`src/rtl/iter_muldiv_ctrl.sv`:
```
// Iterative unsigned MUL/MULHU/DIVU/REMU sequencer built around one shared N+1-bit adder.
// Latency: done pulses after N+2 rising edges counted from the accepting edge (2 edges on divide-by-zero).
// Backpressure: start is only taken in IDLE/DONE; busy flags PREP/RUN and requests made then are dropped.
//
// Ports:
//   clk, rst        clock; asynchronous active-low reset
//   start, op, a, b request, operation select (00 MUL, 01 MULHU, 10 DIVU, 11 REMU), operands
//   busy, done      operation in flight; one-cycle completion pulse
//   result          selected result, held until the next completion
module iter_muldiv_ctrl #(
    parameter int N = 32
) (
    input  logic         clk,
    input  logic         rst,
    input  logic         start,
    input  logic [1:0]   op,
    input  logic [N-1:0] a,
    input  logic [N-1:0] b,
    output logic         busy,
    output logic         done,
    output logic [N-1:0] result
);

    localparam int W  = N + 1;
    localparam int CW = (N > 1) ? $clog2(N) : 1;

    typedef enum logic [1:0] {S_IDLE, S_PREP, S_RUN, S_DONE} state_t;

    state_t        state_q;
    logic [1:0]    op_q;
    logic [N-1:0]  a_q;
    logic [N-1:0]  b_q;
    logic [W-1:0]  negb_q;   // two's complement of {0,b}, formed once in PREP
    logic [W-1:0]  hi_q;     // product high half (MUL) / partial remainder (DIV)
    logic [N-1:0]  lo_q;     // multiplier bits (MUL) / dividend-then-quotient (DIV)
    logic [CW-1:0] cnt_q;
    logic [N-1:0]  result_q;
    logic          busy_q;
    logic          done_q;

    // Shared adder and its operand mux
    logic [W-1:0]  add_a;
    logic [W-1:0]  add_b;
    logic [W-1:0]  add_sum;
    logic [W-1:0]  rem_sh;

    logic [W-1:0]  hi_d;
    logic [N-1:0]  lo_d;
    logic [N-1:0]  res_d;

    always_comb begin
        rem_sh = {hi_q[N-1:0], lo_q[N-1]};
        add_a  = '0;
        add_b  = '0;
        if (state_q == S_PREP) begin
            add_a = ~{1'b0, b_q};
            add_b = W'(1);
        end else if (op_q[1]) begin
            add_a = rem_sh;
            add_b = negb_q;
        end else begin
            add_a = hi_q;
            add_b = lo_q[0] ? {1'b0, b_q} : '0;
        end
    end

    assign add_sum = add_a + add_b;

    // One iteration step; on the final step these are also the finished values.
    always_comb begin
        if (op_q[1]) begin
            // Sign bit of the trial subtraction set means the divisor did not fit.
            hi_d = add_sum[N] ? rem_sh : add_sum;
            lo_d = {lo_q[N-2:0], ~add_sum[N]};
        end else begin
            hi_d = {1'b0, add_sum[N:1]};
            lo_d = {add_sum[0], lo_q[N-1:1]};
        end
        case (op_q)
            2'b00:   res_d = lo_d;
            2'b01:   res_d = hi_d[N-1:0];
            2'b10:   res_d = lo_d;
            default: res_d = hi_d[N-1:0];
        endcase
    end

    always_ff @(posedge clk or negedge rst) begin
        if (!rst) begin
            state_q  <= S_IDLE;
            op_q     <= '0;
            a_q      <= '0;
            b_q      <= '0;
            negb_q   <= '0;
            hi_q     <= '0;
            lo_q     <= '0;
            cnt_q    <= '0;
            result_q <= '0;
            busy_q   <= 1'b0;
            done_q   <= 1'b0;
        end else begin
            done_q <= 1'b0;
            case (state_q)
                S_IDLE, S_DONE: begin
                    if (start) begin
                        op_q    <= op;
                        a_q     <= a;
                        b_q     <= b;
                        cnt_q   <= '0;
                        busy_q  <= 1'b1;
                        state_q <= S_PREP;
                    end else begin
                        busy_q  <= 1'b0;
                        state_q <= S_IDLE;
                    end
                end
                S_PREP: begin
                    if (op_q[1] && (b_q == '0)) begin
                        // Divide by zero: quotient all ones, remainder is the dividend.
                        result_q <= op_q[0] ? a_q : '1;
                        done_q   <= 1'b1;
                        busy_q   <= 1'b0;
                        state_q  <= S_DONE;
                    end else begin
                        if (op_q[1]) begin
                            negb_q <= add_sum;
                        end
                        hi_q    <= '0;
                        lo_q    <= a_q;
                        state_q <= S_RUN;
                    end
                end
                S_RUN: begin
                    hi_q  <= hi_d;
                    lo_q  <= lo_d;
                    cnt_q <= cnt_q + CW'(1);
                    if (cnt_q == CW'(N - 1)) begin
                        result_q <= res_d;
                        done_q   <= 1'b1;
                        busy_q   <= 1'b0;
                        state_q  <= S_DONE;
                    end
                end
                default: begin
                    busy_q  <= 1'b0;
                    state_q <= S_IDLE;
                end
            endcase
        end
    end

    assign busy   = busy_q;
    assign done   = done_q;
    assign result = result_q;

endmodule
```
`config.mk`:
```
export PLATFORM = sky130hd
export DESIGN_NAME = iter_muldiv_ctrl
export DESIGN_NICKNAME = d
export VERILOG_FILES = /design/src/rtl/iter_muldiv_ctrl.sv
export SDC_FILE = /design/constraint.sdc
export NUM_CORES = 1
export LEC_CHECK = 0
export CELL_PAD_IN_SITES_DETAIL_PLACEMENT = 0
export CELL_PAD_IN_SITES_GLOBAL_PLACEMENT = 2
export CORE_MARGIN = 5
export CORE_UTILIZATION = 44
export CTS_CLUSTER_DIAMETER = 60
export DETAILED_ROUTE_END_ITERATION = 6
export DONT_BUFFER_PORTS = 1
export PLACE_DENSITY = 0.95
export SETUP_SLACK_MARGIN = 0.1
export SLEW_MARGIN = 20
export SYNTH_ARGS = -nofsm -noshare
export SYNTH_HDL_FRONTEND = slang
export SYNTH_SLANG_ARGS = --single-unit
```
`constraint.sdc`:
```
create_clock -name clk -period 7.4 [get_ports clk]
set_clock_uncertainty 0.2 [all_clocks]
set_input_delay 1.85 -clock clk [delete_from_list [all_inputs] [get_ports clk]]
set_output_delay 1.85 -clock clk [all_outputs]
set_load 0.005 [all_outputs]
```
==> results.cfg, run 1 <==
[outcome]
outcome = complete, no violations

[critical_path]
worstPathCellList = inv_1 > ha_2 > buf_4 > buf_4 > a211oi_1 > a21oi_1 > ha_1 > nand4_1 > nor2_1 > o2bb2ai_1 > or4b_4 > mux2i_4 > nor2_1 > o21a_1 > a221oi_1
cpMaxStageDelayCell = sky130_fd_sc_hd__ha_2
end_kind = flop
timing.critical_path.from_type = flop
path_max_fanout = 43
delay_contributed_by_the_slowest_stage_of_the_critical_path_ns = 0.72
critPathRequiredTime_ns = 7.68
cp_data_arrival_time_ns = 5.62
critical_path_class = flop to flop

[yosys]
synthesis.nets = 1611
postSynth.topFlopCell = sky130_fd_sc_hd__dfrtp_1
adder_cell_share_of_the_synthesized_area = 0.0362
syn-instance-count = 1504
synth-warning-count = 0
synthDistinctLibCells = 80
synthesized_area_fraction_occupied_by_ao_oa_aoi_and_oai_cells = 0.269
yosys-mux-area-fraction = 0.109
synth-xor-area-share = 0.0158
synth_edf_count = 0
synth.most_common_cell = sky130_fd_sc_hd__dfrtp_1
top_cells_by_area_in_the_synthesized_netlist = sky130_fd_sc_hd__dfrtp_1, sky130_fd_sc_hd__mux2_2, sky130_fd_sc_hd__o21ai_0, sky130_fd_sc_hd__a21oi_1, sky130_fd_sc_hd__nand2_1
synth_top_area_cell = sky130_fd_sc_hd__dfrtp_1
synth_seq_area_share = 0.385
synth.top_cell.area_share = 0.385
avg_cell_area_syn_um2 = 8.87
asyncSetResetFlopFracSynth = 1.00
synth_top_family_by_area = compound AO/OA/AOI/OAI gates
synthesized_area_fraction_occupied_by_and_or_nand_nor_cells = 0.145
ys_seq_elements = 205
synth_top_cells_by_count = sky130_fd_sc_hd__dfrtp_1, sky130_fd_sc_hd__o21ai_0, sky130_fd_sc_hd__nand2_1, sky130_fd_sc_hd__a21oi_1, sky130_fd_sc_hd__nor2_1
synth_area_um2 = 13300

[clocking]
clock_pin_transition_on_the_worst_setup_and_hold_timing_paths_ns = 0.06
clk_latency_ns = 0.58
cts_max_path_buffers = 3
cts_resized = 0
tritoncts_num_sinks = 205
cts_made_buffers = 28
tritoncts = done
cts_hold_repair.buffers = 0
ctsHtreeMaxLevel = 1
cts-root-buf = sky130_fd_sc_hd__clkbuf_16
post-cts-setup-buffers = 0

[floorplan]
total_die_area_um2 = 33900
core.rowCount = 63
initial_utilization = 0.448
core_area_um2 = 29800
io_pins = 103
chipWidth_um = 184
die_height_um = 184

[place]
number_of_port_buffers = 0
place_congestion = 0.901
place_worst_setup_slack_ns = 2.12
half_perimeter_wire_length_after_detailed_placement_mm = 27.8
placement.cell_area_um2 = 13500

[global_route]
grt_pass1_vias = 11002
globalRouteTotalUtil = 0.233
grt_start_max_net_pins = 206
grt.overflow.total = 0
grt_first_pass_wirelength_mm = 64.1
grt_antenna_before_repair = 0

[routing]
route.detailed.vias_per_inst = 6.25
remaining_drc_errors = 0
detail_route.first_pass.iterations = 5
wl_per_cell_um = 21.6
routed-via-count = 11554
drt_first_iter_violations = 912
route.antenna.remaining_nets = 0
routed_wl_mm = 39.9

[sta]
hold_viol = 0
slew_headroom = 0.228
fin_crit_sh = 0.723
finalWorstPathRequiredPeriod_ns = 5.35
max_clock_freq_ghz = 0.187
setup-violations-final = 0
postLayoutSetupSlackWorst_ns = 2.05
grt_setup_unrepaired = no
tns_ns = 0
tightest_slew_ns = 1.16
final_max_slew_viol_count = 0

[cells_and_area]
n_antenna_cell = 0
design.final.nets = 1545
flow.area_growth_from_synthesis_pct = 8.72
drive_above_1_share = 0.128
postLayoutCellArea_um2 = 14500

[flow_run]
max_cap_viol = 0

[min_path]
holdCritPathClass = flop to flop
-- registers in the layout (all words and copies together) (netlist names) --
name	cells
lo_q	32
a_q	32
done	1
hi_q	33
busy	1
negb_q	33
b_q	32
state_q	2
cnt_q	5
result	32
op_q	2
-- worst paths after layout --
check | startpoint | endpoint | slack, ns | depth (start not counted)
worst max register to register | state_q[1] | result[18] | 2.05 | 15
worst min-delay path | hi_q[32] | hi_q[32] | 0.28 | 2
worst min register to register | hi_q[32] | hi_q[32] | 0.28 | 2
max in group asynchronous | rst | b_q[5] | 5.92 | 0
worst max-delay path | state_q[1] | result[18] | 2.05 | 15
min in group asynchronous | rst | a_q[26] | 0.77 | 0
-- cell usage in the layout, fill, tap and decap left out, drive strengths merged, types with 5 or more instances in the layout --
cell	n
nor4	8
nand4	13
nand2	144
nand3	45
ha	37
a31oi	24
o21ai	159
and3	15
clkinv	6
a22oi	33
o31ai	12
a211o	6
o211a	5
nand2b	9
o21bai	5
xor2	11
nor2	105
nor2b	36
a21o	25
or3	8
a211oi	54
dfrtp	205
and2	6
xnor2	13
a21oi	132
o211ai	21
o21a	12
buf	17
clkbuf	39
inv	24
a221oi	5
nor3	15
mux2	91
a2bb2oi	6
a32o	8
a22o	13
mux2i	41
-- through the flow --
step | util | cells | hold WS [ns]
final | 0.487 | 1849 | 0.275
after global routing | 0.487 | 1849 | 0.310
after CTS | 0.486 | 1848 | 0.281
after detailed placement | 0.455 | 1797 | 0.268
after global placement | 0.455 | 1797 | 0.263
after floorplan | - | 1504 | 0.250
-- cells by family after synthesis --
group           count (synthesis)
simple gates                  415
buf+inv                       134
compound gates                556
flops                         205
fa+ha+maj                      38
mux                           132
xor+xnor                       24
-- worst max-delay path, delay by kind of cell (launching register included) --
| kind | cells | cell delay [ns] |
|---|---|---|
| and+or+nand+nor | 4 | 1.17 |
| DFF | 1 | 0.39 |
| AOI/OAI and AO/OA | 5 | 0.99 |
| muxes | 1 | 0.49 |
| buffers and inverters | 3 | 0.87 |
| adders and majority gates | 2 | 1.07 |
-- layout make-up --
class	instances	area, um2
clock buffer	38	778
clock inverter	13	166
fill	2830	15300
inverter	20	75.1
multi-input combinational	1165	7710
sequential	205	5130
tap	390	488
timing repair buffer	18	148
-- routing by layer --
metal | GRT usage | wire length, um | part of all wire
met1 | 0.349 | 18400 | 0.46
met2 | 0.350 | 17400 | 0.43
met3 | 0.0476 | 3240 | 0.081
met4 | 0.0515 | 895 | 0.022
met5 | 0 | 0 | 0
Power of run 1 is not shown: default switching activity piles up to over one toggle a cycle in this logic, so the estimate is an artifact.
==> run 2: changes to the inputs <==
--- a/config.mk
+++ b/config.mk
@@ -8,11 +8,11 @@
 export CELL_PAD_IN_SITES_DETAIL_PLACEMENT = 0
 export CELL_PAD_IN_SITES_GLOBAL_PLACEMENT = 2
 export CORE_MARGIN = 5
-export CORE_UTILIZATION = 44
+export CORE_UTILIZATION = 36
 export CTS_CLUSTER_DIAMETER = 60
 export DETAILED_ROUTE_END_ITERATION = 6
 export DONT_BUFFER_PORTS = 1
-export PLACE_DENSITY = 0.95
+export PLACE_DENSITY = 0.85
 export SETUP_SLACK_MARGIN = 0.1
 export SLEW_MARGIN = 20
 export SYNTH_ARGS = -nofsm -noshare
==> constraint.sdc (replaced) <==
create_clock -name clk -period 4.87 [get_ports clk]
set_clock_uncertainty 0.2 [all_clocks]
set_input_delay 1.2175 -clock clk [delete_from_list [all_inputs] [get_ports clk]]
set_output_delay 1.2175 -clock clk [all_outputs]
set_load 0.005 [all_outputs]
==> results.cfg, run 2 (synthesized netlist as in run 1, its figures left out) <==
[sta]
max_clock_freq_ghz = 0.220
tns_ns = 0
fin_crit_sh = 0.934
hold_ws_ns = 0.179
hold_viol = 0
setup-violations-final = 0
grt_setup_unrepaired = yes
finalWorstPathRequiredPeriod_ns = 4.55
postLayoutSetupSlackWorst_ns = 0.321
tightest_slew_ns = 0.915
final_max_slew_viol_count = 0
slew_headroom = 0.390

[routing]
drt_first_iter_violations = 983
route.detailed.vias_per_inst = 6.00
route.antenna.remaining_nets = 0
wl_per_cell_um = 22.3
routed-via-count = 11751
remaining_drc_errors = 0
routed_wl_mm = 43.6
detail_route.first_pass.iterations = 5

[global_route]
grt_pass1_vias = 11390
globalRouteTotalUtil = 0.207
grt_antenna_before_repair = 0
grt_first_pass_wirelength_mm = 68.5
grt_start_max_net_pins = 206
grt.overflow.total = 0

[place]
place_congestion = 0.902
number_of_port_buffers = 0
half_perimeter_wire_length_after_detailed_placement_mm = 31.2
place_worst_setup_slack_ns = 0.284

[cells_and_area]
flow.area_growth_from_synthesis_pct = 10.9
n_antenna_cell = 0
fin_util = 0.404
final_common_cell = sky130_fd_sc_hd__dfrtp_1
commonest_non_fill_non_tap_cells_in_the_layout = sky130_fd_sc_hd__dfrtp_1, sky130_fd_sc_hd__o21ai_0, sky130_fd_sc_hd__nand2_1, sky130_fd_sc_hd__a21oi_1, sky130_fd_sc_hd__nor2_1
largest_registers = hi_q (33), negb_q (33)
final.fill_count = 3714
drive_above_1_share = 0.146
design.final.nets = 1578

[floorplan]
io_pins = 103
chipWidth_um = 202
die_height_um = 202
initial_utilization = 0.364
core_area_um2 = 36600
total_die_area_um2 = 41000
core.rowCount = 70

[flow_run]
max_cap_viol = 0

[clocking]
cts_made_buffers = 27
post-cts-setup-buffers = 0
cts_hold_repair.buffers = 0
tritoncts_num_sinks = 205
clock_pin_transition_on_the_worst_setup_and_hold_timing_paths_ns = 0.06
clk_latency_ns = 0.57
ctsHtreeMaxLevel = 1
cts-root-buf = sky130_fd_sc_hd__clkbuf_16
tritoncts = done
cts_max_path_buffers = 3

[critical_path]
path_max_fanout = 50
cpMaxStageDelayCell = sky130_fd_sc_hd__or4b_4
critPathRequiredTime_ns = 5.14
delay_contributed_by_the_slowest_stage_of_the_critical_path_ns = 0.58
critical_path_class = flop to flop
most_repeated_library_cell_on_the_critical_path = sky130_fd_sc_hd__a21oi_1
reg2reg_slack_ns = 0.32
cp_data_arrival_time_ns = 4.82
number_of_buffers_and_inverters_on_the_critical_path = 1
timing.critical_path.from_type = flop
end_kind = flop
worstPathCellList = ha_2 > buf_12 > a211oi_1 > a21oi_1 > ha_1 > a21oi_1 > o21a_1 > o2bb2ai_1 > or4b_4 > mux2_4 > nand2_2 > o211ai_1 > o31ai_1
timing.critical_path.max_delay_family = compound AO/OA/AOI/OAI gates

[outcome]
outcome = complete, no violations

[min_path]
holdCritPathClass = input pin to asynchronous set/reset pin
run 2: worst paths after layout:
kind                              end  cells after the start  startpoint
max                         result[1]                     13  state_q[0]
min                           b_q[27]                      0         rst
max reg2reg                 result[1]                     13  state_q[0]
min reg2reg                negb_q[18]                      2  negb_q[18]
max in group asynchronous  negb_q[24]                      0         rst
min in group clk           negb_q[18]                      2  negb_q[18]
run 2: what timing repair did:
action	in CTS	in global routing
resized for setup	0	4
hold endpoints to repair	0	0
setup endpoints to repair	0	8
run 2: layer usage:
metal	wire length [um]	part of all wire	global-route usage
met1	20600	0.47	0.302
met2	19200	0.44	0.314
met3	2930	0.067	0.0450
met4	893	0.020	0.0492
met5	0	0	0
run 2: cell type report:
| type | instances | area [um2] | share of cell area |
|---|---|---|---|
| flip-flops and latches | 205 | 5130 | 0.347 |
| clock inverters | 11 | 121 | 0.00821 |
| clock buffers | 38 | 757 | 0.0512 |
| inverters | 20 | 75.1 | 0.00508 |
| multi-input cells | 1165 | 7710 | 0.521 |
| repair buffers | 52 | 410 | 0.0277 |
| well taps | 468 | 586 | 0.0396 |
run 2: per-stage QoR:
stage,instances,cell area (um2)
after floorplan,1504,13300
after global routing,1959,14800
final,1959,14800
after detailed placement,1910,13900
after CTS,1959,14800
after global placement,1910,13900
Power of run 2 is left out for the same reason.
